$ cat src/rtl/word_serializer_if.sv
// ---------------------------------------------------------------------------
// word_serializer_if
// Bundles the parallel word handshake and the serial output of the
// word_serializer.
//   din        : parallel word (W bits)
//   din_valid  : din holds a word
//   din_ready  : serializer can take a word this cycle
//   msb_first  : bit order for the word offered on din
//   sout       : serial bit (idle level when no word is shifting)
//   sout_valid : sout carries a data bit
//   word_done  : last bit of a word is on sout
//   busy       : shifter active or holding buffer full
// master = word producer / observer, slave = serializer.
// ---------------------------------------------------------------------------
interface word_serializer_if #(
  parameter int W = 32
);
  logic [W-1:0] din;
  logic         din_valid;
  logic         din_ready;
  logic         msb_first;
  logic         sout;
  logic         sout_valid;
  logic         word_done;
  logic         busy;

  modport master (
    output din, din_valid, msb_first,
    input  din_ready, sout, sout_valid, word_done, busy
  );

  modport slave (
    input  din, din_valid, msb_first,
    output din_ready, sout, sout_valid, word_done, busy
  );
endinterface

$ cat src/rtl/word_serializer.sv
// ---------------------------------------------------------------------------
// word_serializer
// Parallel-in, serial-out stage. Accepts W-bit words on a valid/ready
// handshake and shifts them out one bit per clock on sout. A one-word
// holding register lets consecutive words stream without gap cycles.
// When nothing is shifting, sout sits at IDLE_BIT.
// Ports:
//   clk : rising-edge clock
//   rst : synchronous active-high reset
//   bus : word_serializer_if.slave (din/din_valid/din_ready/msb_first in,
//         sout/sout_valid/word_done/busy out)
// All outputs are driven straight from flops.
// ---------------------------------------------------------------------------
module word_serializer #(
  parameter int   W        = 32,
  parameter logic IDLE_BIT = 1'b0
) (
  input logic              clk,
  input logic              rst,
  word_serializer_if.slave bus
);

  localparam int            CW   = (W > 1) ? $clog2(W) : 1;
  localparam logic [CW-1:0] LAST = CW'(W - 1);

  typedef enum logic [0:0] {
    ST_IDLE  = 1'b0,
    ST_SHIFT = 1'b1
  } state_t;

  state_t        state_r, state_s;
  logic [W-1:0]  shreg_r, shreg_s;
  logic [CW-1:0] cnt_r, cnt_s;
  logic          ord_r, ord_s;
  logic [W-1:0]  hold_r, hold_s;
  logic          hold_ord_r, hold_ord_s;
  logic          hold_full_r, hold_full_s;

  logic          sout_r, sout_valid_r, word_done_r, busy_r, din_ready_r;
  logic          sout_s;
  logic          xfer_s;
  logic [W-1:0]  shifted_s;

  // The presented bit always sits at the end of the register selected by
  // the latched order, so advancing means shifting toward that end.
  always_comb begin
    xfer_s = bus.din_valid && din_ready_r;
    if (ord_r) begin
      shifted_s = shreg_r << 1'b1;
    end else begin
      shifted_s = shreg_r >> 1'b1;
    end
  end

  // Next-state computation for shifter, counter and holding register.
  always_comb begin
    state_s     = state_r;
    shreg_s     = shreg_r;
    cnt_s       = cnt_r;
    ord_s       = ord_r;
    hold_s      = hold_r;
    hold_ord_s  = hold_ord_r;
    hold_full_s = hold_full_r;
    case (state_r)
      ST_IDLE: begin
        if (xfer_s) begin
          state_s = ST_SHIFT;
          shreg_s = bus.din;
          ord_s   = bus.msb_first;
          cnt_s   = {CW{1'b0}};
        end else begin
          state_s = ST_IDLE;
        end
      end
      ST_SHIFT: begin
        if (cnt_r == LAST) begin
          // Last bit: a held word wins; din_ready is low then, so no
          // transfer can compete with it.
          if (hold_full_r) begin
            shreg_s     = hold_r;
            ord_s       = hold_ord_r;
            hold_full_s = 1'b0;
            cnt_s       = {CW{1'b0}};
          end else if (xfer_s) begin
            shreg_s = bus.din;
            ord_s   = bus.msb_first;
            cnt_s   = {CW{1'b0}};
          end else begin
            state_s = ST_IDLE;
            cnt_s   = {CW{1'b0}};
          end
        end else begin
          cnt_s   = cnt_r + CW'(1);
          shreg_s = shifted_s;
          if (xfer_s) begin
            hold_s      = bus.din;
            hold_ord_s  = bus.msb_first;
            hold_full_s = 1'b1;
          end else begin
            hold_full_s = hold_full_r;
          end
        end
      end
      default: begin
        state_s     = ST_IDLE;
        cnt_s       = {CW{1'b0}};
        hold_full_s = 1'b0;
      end
    endcase
  end

  // Bit that will be on sout once the next state is registered.
  always_comb begin
    if (state_s == ST_SHIFT) begin
      if (ord_s) begin
        sout_s = shreg_s[W-1];
      end else begin
        sout_s = shreg_s[0];
      end
    end else begin
      sout_s = IDLE_BIT;
    end
  end

  // State and output registers; outputs are computed from next state so
  // they line up with the bit being presented.
  always_ff @(posedge clk) begin
    if (rst) begin
      state_r      <= ST_IDLE;
      shreg_r      <= {W{1'b0}};
      cnt_r        <= {CW{1'b0}};
      ord_r        <= 1'b0;
      hold_r       <= {W{1'b0}};
      hold_ord_r   <= 1'b0;
      hold_full_r  <= 1'b0;
      sout_r       <= IDLE_BIT;
      sout_valid_r <= 1'b0;
      word_done_r  <= 1'b0;
      busy_r       <= 1'b0;
      din_ready_r  <= 1'b1;
    end else begin
      state_r      <= state_s;
      shreg_r      <= shreg_s;
      cnt_r        <= cnt_s;
      ord_r        <= ord_s;
      hold_r       <= hold_s;
      hold_ord_r   <= hold_ord_s;
      hold_full_r  <= hold_full_s;
      sout_r       <= sout_s;
      sout_valid_r <= (state_s == ST_SHIFT);
      word_done_r  <= (state_s == ST_SHIFT) && (cnt_s == LAST);
      busy_r       <= (state_s == ST_SHIFT) || hold_full_s;
      din_ready_r  <= !hold_full_s;
    end
  end

  assign bus.sout       = sout_r;
  assign bus.sout_valid = sout_valid_r;
  assign bus.word_done  = word_done_r;
  assign bus.busy       = busy_r;
  assign bus.din_ready  = din_ready_r;

endmodule

$ cat src/flat_wrapper.sv
// flat-port wrapper written by rule: the top's interface ports become plain ports
module word_serializer_flat 
#(
  parameter int   W        = 32,
  parameter logic IDLE_BIT = 1'b0
)
  (clk, rst, bus_din, bus_din_valid, bus_msb_first, bus_din_ready, bus_sout, bus_sout_valid, bus_word_done, bus_busy);
  word_serializer_if #(.W(W)) bus_i ();
  input logic clk;
  input logic rst;
  input wire logic [$bits(bus_i.din)-1:0] bus_din;
  input wire logic [$bits(bus_i.din_valid)-1:0] bus_din_valid;
  input wire logic [$bits(bus_i.msb_first)-1:0] bus_msb_first;
  output wire logic [$bits(bus_i.din_ready)-1:0] bus_din_ready;
  output wire logic [$bits(bus_i.sout)-1:0] bus_sout;
  output wire logic [$bits(bus_i.sout_valid)-1:0] bus_sout_valid;
  output wire logic [$bits(bus_i.word_done)-1:0] bus_word_done;
  output wire logic [$bits(bus_i.busy)-1:0] bus_busy;
  assign bus_i.din = bus_din;
  assign bus_i.din_valid = bus_din_valid;
  assign bus_i.msb_first = bus_msb_first;
  assign bus_din_ready = bus_i.din_ready;
  assign bus_sout = bus_i.sout;
  assign bus_sout_valid = bus_i.sout_valid;
  assign bus_word_done = bus_i.word_done;
  assign bus_busy = bus_i.busy;
  word_serializer #(.W(W), .IDLE_BIT(IDLE_BIT)) u_core (.clk(clk), .rst(rst), .bus(bus_i));
endmodule
$ cat config.mk
export PLATFORM = sky130hd
export DESIGN_NAME = word_serializer_flat
export DESIGN_NICKNAME = d
export VERILOG_FILES = /design/src/rtl/word_serializer_if.sv /design/src/rtl/word_serializer.sv /design/src/flat_wrapper.sv
export SDC_FILE = /design/constraint.sdc
export NUM_CORES = 1
export LEC_CHECK = 0
export ABC_AREA = 1
export CORE_MARGIN = 2
export CORE_UTILIZATION = 45
export CTS_CLUSTER_SIZE = 12
export DETAILED_ROUTE_END_ITERATION = 10
export DONT_BUFFER_PORTS = 1
export HOLD_SLACK_MARGIN = 0.08
export PLACE_DENSITY = 0.67
export RECOVER_POWER = 25
export SYNTH_ARGS = -nofsm -noshare
export SYNTH_HDL_FRONTEND = slang
export SYNTH_SLANG_ARGS = --single-unit
$ cat constraint.sdc
create_clock -name clk -period 3.5 [get_ports clk]
set_input_delay 0.525 -clock clk [delete_from_list [all_inputs] [get_ports clk]]
set_output_delay 0.525 -clock clk [all_outputs]
set_load 0.005 [all_outputs]
# Word level (Yosys, flattened, before mapping)
# Cells that the tools add are included.
totals:
  register_bits: 77
  input_bits: 36
  wordCells: 43
op_classes:
  addsub: 1
  eq_ne: 2
  n_mux: 20
  n_bitwise: 3
  n_reduce_logical: 6
op_table:
  columns: ["operator", "count"]
  rows:
  - ["$mux W32", 4]
  - ["$pmux W32 S2", 1]
  - ["$eq A5 B5 Y1 const B", 2]
  - ["$mux W1", 10]
  - ["$mux W5", 2]
  - ["$pmux W5 S2", 1]
  - ["$add A5 B1 Y5 const B", 1]
  - ["$pmux W1 S2", 2]
  - ["$not A1 Y1", 3]
  - ["$reduce_and A3 Y1", 1]
  - ["$logic_and A1 B1 Y1", 2]
  - ["$reduce_or A2 Y1", 1]
  - ["$logic_not A1 Y1", 1]
  - ["$logic_or A1 B1 Y1", 1]

# Depth between registers and ports, before layout
# Gate-level depths: netlist of run 1.
depth:
  ltp_word: 7
  mapped_depth: 13
  depth_no_buf: 13

# Worst setup path before layout of run 1
# OpenSTA, ideal clock, no wires.
synth_path:
  path_kind: "register -> register"
  from: "register u_core.cnt_r[0]"
  to: "register u_core.shreg_r[2]"
  arrival_time_ps: 1555
  t_required_ps: 3383
  slack_ps: 1828
  path_stages_with_launch: 11
  n_path_buf: 1
  period_less_slack_ps: 1672
  cell_sequence: "dfxtp_1 > ha_1 > nand2_1 > nor2_1 > ha_1 > inv_2 > o21ai_4 > buf_2 > o21ai_0 > a21oi_1 > nor2_1"
synth_between:
  elab_chain_len: 3
synth_rtl:
  columns: ["element", "line", "rtl"]
  rows:
  - ["start, declared", "word_serializer.sv:33", "logic [CW-1:0] cnt_r, cnt_s;"]
  - ["start signal, assigned", "word_serializer.sv:131", "cnt_r <= {CW{1'b0}};"]
  - ["start signal, assigned", "word_serializer.sv:144", "cnt_r <= cnt_s;"]
  - ["$eq A5 B5 Y1", "word_serializer.sv:76", "if (cnt_r == LAST) begin"]
  - ["$mux W32", "word_serializer.sv:76", null]
  - ["$pmux W32 S2", "word_serializer.sv:64", "case (state_r)"]
  - ["end signal, assigned", "word_serializer.sv:130", "shreg_r <= {W{1'b0}};"]
  - ["end signal, assigned", "word_serializer.sv:143", "shreg_r <= shreg_s;"]
  - ["end, declared", "word_serializer.sv:32", "logic [W-1:0] shreg_r, shreg_s;"]
# Every way passes these cells.
# A chain may end at the register's enable or synchronous reset.

# Worst setup path in the final report of run 1
layout_path:
  from: "register u_core.cnt_r[0]"
  to: "register u_core.shreg_r[17]"
# Same word-level chain as after synthesis.

==> results of run 1 <==
-- metrics by stage --
stage / power (mW) / utilization / instance area, µm² / setup slack, ns / std cells
2_1_floorplan: 1.21 / - / 3590 / 1.83 / 510
3_3_place_gp: 1.25 / 0.462 / 3570 / 1.25 / 580
3_5_place_dp: 1.25 / 0.462 / 3570 / 1.20 / 580
4_1_cts: 1.79 / 0.481 / 3720 / 1.16 / 594
5_1_grt: 1.88 / 0.479 / 3700 / 0.513 / 594
6_report: 1.78 / 0.479 / 3700 / 0.776 / 594
-- final timing paths --
| path | start | end | slack [ns] | cells after the start |
|---|---|---|---|---|
| max | u_core.cnt_r[0]$_SDFF_PP0_ | u_core.shreg_r[17]$_SDFF_PP0_ | 0.78 | 9 |
| min | rst | u_core.hold_r[14]$_SDFFE_PP0P_ | 0.24 | 1 |
| max reg2reg | u_core.cnt_r[0]$_SDFF_PP0_ | u_core.shreg_r[17]$_SDFF_PP0_ | 0.78 | 9 |
| min reg2reg | u_core.hold_r[6]$_SDFFE_PP0P_ | u_core.hold_r[6]$_SDFFE_PP0P_ | 0.45 | 2 |
-- worst max-delay path, cell delays in order (launching register included) --
cell	delay, ns
dfxtp_1	0.38
ha_1	0.19
nand2_1	0.07
nor2_1	0.09
ha_1	0.22
inv_1	0.12
o21ai_2	0.97
o21ai_0	0.29
a21oi_1	0.20
nor2_1	0.06
-- cell usage in the layout, fill, tap and decap left out, drive strengths merged, types with 2 or more instances in the layout --
cell	Yosys	routed
o211ai	30	30
a21oi	98	98
buf	19	3
ha	2	2
inv	49	49
nand3	8	8
o21ai	68	68
dfxtp	77	77
clkbuf	17	12
nor2	48	48
nand2	91	91
clkinv	0	3
-- routing by layer --
layer / share of wire / global-route usage / vias to the layer above / wire length, µm
met4: 0.015 / 0.0956 / 0 / 130
met5: 0 / 0 / - / 0
met3: 0.070 / 0.0508 / 11 / 599
li1: - / - / 1659 / -
met1: 0.45 / 0.260 / 1469 / 3820
met2: 0.47 / 0.315 / 70 / 3950
-- power by group through the flow --
| stage | clock network (mW) | logic (mW) | registers, mW |
|---|---|---|---|
| CTS | 0.559 | 0.252 | 0.982 |
| global placement | 0 | 0.245 | 1.00 |
| global route | 0.602 | 0.289 | 0.988 |
| detailed placement | 0 | 0.250 | 1.00 |
| finish | 0.552 | 0.249 | 0.981 |
| floorplan | 0 | 0.229 | 0.982 |
-- Yosys cell counts, types with 2 or more instances --
library cell  instances  area share
a21oi_1              98        0.14
buf_2                14       0.020
buf_4                 3      0.0063
clkbuf_1             17       0.018
dfxtp_1              77        0.43
ha_1                  2      0.0070
inv_1                45       0.047
inv_2                 4      0.0042
nand2_1              89       0.093
nand3_1               8       0.011
nor2_1               47       0.049
o211ai_1             30       0.063
o21ai_0              59       0.082
o21ai_1               8       0.011
-- logic make-up after synthesis --
| family | synth area share |
|---|---|
| flip-flops | 0.430 |
| adder cells (fa/ha/maj) | 0.00698 |
| buffers and inverters | 0.0991 |
| AO/OA/AOI/OAI | 0.299 |
| AND/OR/NAND/NOR | 0.165 |
-- area by class of cell --
cell class / instances / area, µm² / share of cell area
clock buffer: 11 / 131 / 0.0355
clock inverter: 3 / 15.0 / 0.00406
inverter: 49 / 184 / 0.0497
multi-input combinational: 348 / 1670 / 0.452
sequential: 77 / 1540 / 0.416
tap: 102 / 128 / 0.0345
timing repair buffer: 4 / 27.5 / 0.00744
==> flow_metrics.env, run 1 <==
export IMPL_status="finished clean"
export IMPL_port_buffers=0
export IMPL_seqPwrFrac=0.551
export IMPL_p_leak_nw=1.38
export IMPL_diodes=0
export IMPL_synth_area_mm2=0.00359
export IMPL_powerDensity_mw_per_mm2=481
export IMPL_clock_power_share=0.310
export IMPL_rsz0062_at_grt="false"
export IMPL_swShare=0.286
export IMPL_timing_worst_setup_path_type="register to register"
export IMPL_grtUsageTotal=0.202
export IMPL_core_mm2=0.00773
export IMPL_fillers=763
export IMPL_clock_fmax_mhz=367
export IMPL_drt_wl_total_mm=8.50
export IMPL_antenna_found_initial=0
export IMPL_slew_limit_headroom=0.151
export IMPL_cp_end_kind="register"
export IMPL_arrival_ns=2.97
export IMPL_tightestPinTransition_ns=1.27
export IMPL_nets=527
export IMPL_ys_flop_type="dfxtp_1"
export IMPL_setup_viol=0
export IMPL_final_period_utilization=0.778
export IMPL_grt_ovfl_total=0
export IMPL_die_y_um=93.3
export IMPL_cts_tree="yes"
export IMPL_syn_mean_instance_area_um2=7.03
export IMPL_cts_path_max_buffers=2
export IMPL_ir_drop_uv=172
export IMPL_die_area_mm2=0.00870
export IMPL_report_final_slew_viol_count=0
export IMPL_ant_nets=0
export IMPL_dp_hpwl_mm=5.21
export IMPL_h_tree_depth=3
export IMPL_yosysUniqueCellTypes=23
export IMPL_start_kind="register"
export IMPL_drive_above_1_share=0.0427
export IMPL_ys_ff_latch=77
export IMPL_vias_per_cell=5.40
export IMPL_synth_edf_count=0
export IMPL_ios=41
export IMPL_netlist_instances=510
export IMPL_wire_per_inst_um=14.3
export IMPL_ys_async_sr_fraction=0
export IMPL_setup_tns_ns=0
export IMPL_yosys_warnings=0
export IMPL_maxCapViolations=0
export IMPL_num_rows=32
export IMPL_path_clk_slew_ns=0.08
export IMPL_ctsResizeCount=0
export IMPL_initial_core_util=0.464
export IMPL_grt_pass1_vias=3000
export IMPL_gp_congestion=0.778
export IMPL_cp_max_fo=34
export IMPL_combPwrFrac=0.139
export IMPL_numCtsBuffers=9
export IMPL_cts_sinks=77
export IMPL_holdWs_ns=0.240
export IMPL_critPathRequiredTime_ns=3.75
export IMPL_synth_nets=548
export IMPL_die_w_um=93.3
export IMPL_p_int_mw=1.27
export IMPL_cts_hold_buf=0
export IMPL_finalHoldViolCount=0
export IMPL_cts_root_buf="clkbuf_8"
export IMPL_vias=3209
export IMPL_final_min_clock_period_ns=2.72
export IMPL_finClkSkew_ns=0.00505
export IMPL_hold_class="input pin to register"
export IMPL_p_switching_mw=0.509
export IMPL_grt_max_degree=65
export IMPL_drt_first_pass_iters=5
export IMPL_worst_skew_pair_late_latency_ns=0.35
export IMPL_ys_seq_area_frac=0.430
export IMPL_drtIter0Drc=211
export IMPL_postCtsSetupBuffers=0
export IMPL_area_growth_pct=3.21
export IMPL_grt_pass1_wl_mm=13.9
export IMPL_reg_top3="u_core.hold_r x32, u_core.shreg_r x32, u_core.cnt_r x5"
export IMPL_drc=0
No activity file was read; power rests on OpenSTA's default activity.
==> inputs of run 2 (changes only) <==
Clock period 3.5 ns to 2.75 ns, I/O delays scaled along.
==> flow_metrics.env, run 2 (same netlist as run 1, synthesis figures left out) <==
export IMPL_status="finished clean"
export IMPL_arrival_ns=2.63
export IMPL_reg2reg_to="u_core.bus.sout$_SDFF_PP0_"
export IMPL_cts_sinks=77
export IMPL_cts_tree="yes"
export IMPL_initial_core_util=0.464
export IMPL_num_rows=32
export IMPL_drc=0
export IMPL_setup_viol=0
export IMPL_diodes=0
export IMPL_start_kind="register"
export IMPL_core_mm2=0.00773
export IMPL_worst_skew_pair_late_latency_ns=0.34
export IMPL_maxCapViolations=0
export IMPL_cp_endpoint="u_core.bus.sout$_SDFF_PP0_"
export IMPL_crit_path_start="u_core.cnt_r[1]$_SDFF_PP0_"
export IMPL_timing_worst_setup_path_type="register to register"
export IMPL_cts_path_max_buffers=2
export IMPL_cp_end_kind="register"
export IMPL_vias_per_cell=5.44
export IMPL_p_total_mw=2.31
export IMPL_final_area_mm2=0.00378
export IMPL_die_w_um=93.3
export IMPL_grt_pass1_wl_mm=14.7
export IMPL_report_final_slew_viol_count=0
export IMPL_area_growth_pct=5.51
export IMPL_placed_cell_area_mm2=0.00364
export IMPL_h_tree_depth=3
export IMPL_drive_above_1_share=0.0540
export IMPL_vias=3276
export IMPL_tightestPinTransition_ns=0.748
export IMPL_path_clk_slew_ns=0.08
export IMPL_postCtsSetupBuffers=0
export IMPL_dp_cells=586
export IMPL_r2r_start="u_core.cnt_r[1]$_SDFF_PP0_"
export IMPL_ctsResizeCount=0
export IMPL_drtIter0Drc=272
export IMPL_final_period_utilization=0.851
export IMPL_grt_pass1_vias=3049
export IMPL_ios=41
export IMPL_cp_max_fo=19
export IMPL_drt_first_pass_iters=5
export IMPL_clock_fmax_mhz=427
export IMPL_nets=533
export IMPL_powerDensity_mw_per_mm2=611
export IMPL_rsz0062_at_grt="false"
export IMPL_hold_class="input pin to register"
export IMPL_dp_hpwl_mm=5.48
export IMPL_fin_cells=602
export IMPL_gp_congestion=0.803
export IMPL_numCtsBuffers=9
export IMPL_final_min_clock_period_ns=2.34
export IMPL_ir_drop_uv=192
export IMPL_finalHoldViolCount=0
export IMPL_finClkSkew_ns=0.0175
export IMPL_reg_top3="u_core.hold_r x32, u_core.shreg_r x32, u_core.cnt_r x5"
export IMPL_mostFrequentLayoutCell="a21oi_1"
export IMPL_die_area_mm2=0.00870
export IMPL_fin_util=0.490
export IMPL_antenna_found_initial=0
export IMPL_critPathRequiredTime_ns=3.03
export IMPL_cts_root_buf="clkbuf_8"
export IMPL_r2r_cells=13
export IMPL_p_leak_nw=1.42
export IMPL_setup_tns_ns=0
export IMPL_grt_max_degree=64
export IMPL_cts_hold_buf=0
export IMPL_port_buffers=0
export IMPL_mostFrequentLayoutCells="a21oi_1, nand2_1, dfxtp_1"
export IMPL_slew_limit_headroom=0.501
export IMPL_grtUsageTotal=0.211
export IMPL_die_y_um=93.3
export IMPL_drt_wl_total_mm=8.74
export IMPL_wire_per_inst_um=14.5
export IMPL_ant_nets=0
export IMPL_grt_ovfl_total=0
export IMPL_ff2ff_setup_slack_ns=0.41
run 2: layout make-up:
| type | instances | area [µm²] |
|---|---|---|
| multi-input cells | 348 | 1680 |
| repair buffers | 10 | 96.3 |
| inverters | 49 | 184 |
| clock buffers | 14 | 143 |
| fillers | 753 | 3940 |
| flip-flops and latches | 77 | 1540 |
| clock inverters | 2 | 10.0 |
| well taps | 102 | 128 |
run 2: through the flow:
step	hold slack, ns	setup slack [ns]
floorplan	0.437	1.08
detailed placement	0.446	0.567
finish	0.131	0.409
CTS	0.123	0.545
global route	0.114	0.158
global placement	0.442	0.619
run 2: how the worst min path moves through the flow:
| stage | slack (ns) | depth (start not counted) | to | from |
|---|---|---|---|---|
| after CTS | 0.12 | 1 | u_core.hold_r[9]$_SDFFE_PP0P_ | rst |
| final | 0.13 | 1 | u_core.hold_r[9]$_SDFFE_PP0P_ | rst |
| after global placement | 0.44 | 2 | u_core.hold_r[20]$_SDFFE_PP0P_ | u_core.hold_r[20]$_SDFFE_PP0P_ |
| after floorplan | 0.44 | 2 | u_core.hold_r[0]$_SDFFE_PP0P_ | u_core.hold_r[0]$_SDFFE_PP0P_ |
| after detailed placement | 0.45 | 2 | u_core.hold_r[18]$_SDFFE_PP0P_ | u_core.hold_r[18]$_SDFFE_PP0P_ |
| after global routing | 0.11 | 1 | u_core.hold_r[3]$_SDFFE_PP0P_ | rst |
run 2: report_power, final:
part / internal, mW / total [mW] / switching (mW) / leakage, nW
sequential: 1.19 / 1.24 / 0.0436 / 0.632
combinational: 0.123 / 0.347 / 0.224 / 0.705
clock: 0.328 / 0.727 / 0.399 / 0.0784
run 2: routing by layer:
metal  wire, µm  vias up  GRT usage  share of wire
met5          0        -          0              0
met1       4170     1519      0.292           0.48
li1           -     1676          -              -
met3        513        9     0.0492          0.059
met2       3960       72      0.326           0.45
met4         95        0     0.0637          0.011
run 2: critical path, cell delays in order (launching register included):
cell     delay (ns)
dfxtp_1        0.38
ha_1           0.18
nand2_1        0.07
nor2_1         0.10
ha_1           0.22
inv_1          0.12
o21ai_2        0.60
buf_12         0.24
nand3_1        0.08
nand2_1        0.06
inv_1          0.05
nand2_1        0.06
nand2_1        0.05
nor2_1         0.07
==> inputs of run 3 (changes only) <==
Settings changed: CORE_ASPECT_RATIO from default to 0.7.
==> flow_metrics.env, run 3 (same netlist as run 1, synthesis figures left out) <==
export IMPL_setup_viol=0
export IMPL_nets=533
export IMPL_mostFrequentLayoutCells="a21oi_1, nand2_1, dfxtp_1"
export IMPL_die_w_um=111
export IMPL_final_min_clock_period_ns=2.37
export IMPL_cts_tree="yes"
export IMPL_ir_drop_uv=449
export IMPL_status="finished clean"
export IMPL_drive_above_1_share=0.0620
export IMPL_h_tree_depth=3
export IMPL_start_kind="register"
export IMPL_cp_max_fo=14
export IMPL_mostFrequentLayoutCell="a21oi_1"
export IMPL_multi_input_area_mm2=0.00169
export IMPL_ios=41
export IMPL_vias_per_cell=5.41
export IMPL_fillers=767
export IMPL_cp_endpoint="u_core.bus.sout$_SDFF_PP0_"
export IMPL_finClkSkew_ns=0.00283
export IMPL_ctsResizeCount=0
export IMPL_ant_nets=0
export IMPL_arrival_ns=2.59
export IMPL_cts_root_buf="clkbuf_16"
export IMPL_dp_hpwl_mm=5.67
export IMPL_powerDensity_mw_per_mm2=717
export IMPL_tightestPinTransition_ns=0.571
export IMPL_maxCapViolations=0
export IMPL_crit_path_start="u_core.cnt_r[0]$_SDFF_PP0_"
export IMPL_core_mm2=0.00780
export IMPL_rsz0062_at_grt="false"
export IMPL_seq_area_mm2=0.00154
export IMPL_finalHoldViolCount=0
export IMPL_drc=0
export IMPL_die_y_um=78.7
export IMPL_placed_cell_area_mm2=0.00363
export IMPL_report_final_slew_viol_count=0
export IMPL_grtUsageTotal=0.207
export IMPL_final_period_utilization=0.861
export IMPL_initial_core_util=0.460
export IMPL_num_rows=27
export IMPL_vias=3250
export IMPL_grt_pass1_vias=2975
export IMPL_slew_limit_headroom=0.619
export IMPL_ff2ff_setup_slack_ns=0.38
export IMPL_worst_skew_pair_late_latency_ns=0.33
export IMPL_grt_pass1_wl_mm=14.7
export IMPL_wire_per_inst_um=14.4
export IMPL_grt_ovfl_total=0
export IMPL_critPathRequiredTime_ns=2.97
export IMPL_drt_first_pass_iters=4
export IMPL_die_area_mm2=0.00871
export IMPL_numCtsBuffers=9
export IMPL_diodes=0
export IMPL_p_leak_nw=1.49
export IMPL_reg_top3="u_core.hold_r x32, u_core.shreg_r x32, u_core.cnt_r x5"
export IMPL_gp_congestion=0.814
export IMPL_cts_hold_buf=0
export IMPL_clock_fmax_mhz=423
export IMPL_setup_tns_ns=0
export IMPL_reg2reg_to="u_core.bus.sout$_SDFF_PP0_"
export IMPL_r2r_start="u_core.cnt_r[0]$_SDFF_PP0_"
export IMPL_cts_sinks=77
export IMPL_cts_path_max_buffers=2
export IMPL_drtIter0Drc=173
export IMPL_antenna_found_initial=0
export IMPL_path_clk_slew_ns=0.06
export IMPL_grt_max_degree=42
export IMPL_timing_worst_setup_path_type="register to register"
export IMPL_r2r_cells=12
export IMPL_area_growth_pct=9.80
export IMPL_drt_wl_total_mm=8.66
export IMPL_final_area_mm2=0.00394
export IMPL_hold_class="input pin to register"
export IMPL_postCtsSetupBuffers=0
export IMPL_cp_end_kind="register"
export IMPL_port_buffers=0
## run 3: changes by cell type in the layout (fill, tap and decap cells not counted), sizes merged
cell / change
clkinvlp: +2
bufinv: +2
buf: -1
clkbuf: -4
clkinv: +1
## run 3: cell type report
type / count / share of cell area
Timing Repair Buffer: 10 / 0.0207
Tap cell: 101 / 0.0321
Clock inverter: 7 / 0.0229
Multi-Input combinational cell: 348 / 0.429
Sequential cell: 77 / 0.391
Inverter: 49 / 0.0467
Clock buffer: 9 / 0.0572
## run 3: worst min path at each step
stage / start / endpoint / slack (ns) / cells past startpoint
after CTS: rst / u_core.hold_r[11]$_SDFFE_PP0P_ / 0.13 / 1
final: rst / u_core.hold_r[11]$_SDFFE_PP0P_ / 0.14 / 1
after global placement: u_core.hold_r[0]$_SDFFE_PP0P_ / u_core.hold_r[0]$_SDFFE_PP0P_ / 0.44 / 2
after detailed placement: u_core.hold_r[14]$_SDFFE_PP0P_ / u_core.hold_r[14]$_SDFFE_PP0P_ / 0.45 / 2
after global routing: rst / u_core.hold_r[11]$_SDFFE_PP0P_ / 0.13 / 1
after floorplan: u_core.hold_r[0]$_SDFFE_PP0P_ / u_core.hold_r[0]$_SDFFE_PP0P_ / 0.44 / 2
## run 3: worst max-delay path, stage by stage (launching register included)
cell and delay, ns:
dfxtp_1 0.39, ha_1 0.19, nand2_1 0.08, nor2_1 0.11, ha_1 0.24, inv_1 0.14
o21ai_4 0.15, clkbuf_1 0.46, nand2_1 0.10, nor2_1 0.14, nor2_1 0.05, nor2_1 0.14
nor2_1 0.06
## run 3: per-layer routing
metal,global-route usage,vias to the layer above,routed length [µm]
met5,0,-,0
met4,0.0438,0,41
met3,0.0795,5,634
met2,0.315,84,3650
met1,0.279,1486,4330
li1,-,1675,-
## run 3: report_power, final
group          total (mW)  internal, mW  switching (mW)
clock network        1.24         0.789           0.453
registers            1.24          1.20          0.0471
logic               0.341         0.120           0.221
total                2.83          2.10           0.721
## run 3: stage by stage
stage / utilization / instances / hold WS [ns] / power (mW) / worst slack [ns]
2_1_floorplan: - / 510 / 0.437 / 1.54 / 1.08
3_3_place_gp: 0.465 / 585 / 0.442 / 1.60 / 0.604
4_1_cts: 0.505 / 601 / 0.134 / 2.85 / 0.466
5_1_grt: 0.505 / 601 / 0.126 / 2.96 / 0.121
6_report: 0.505 / 601 / 0.143 / 2.83 / 0.383
3_5_place_dp: 0.465 / 585 / 0.448 / 1.61 / 0.484
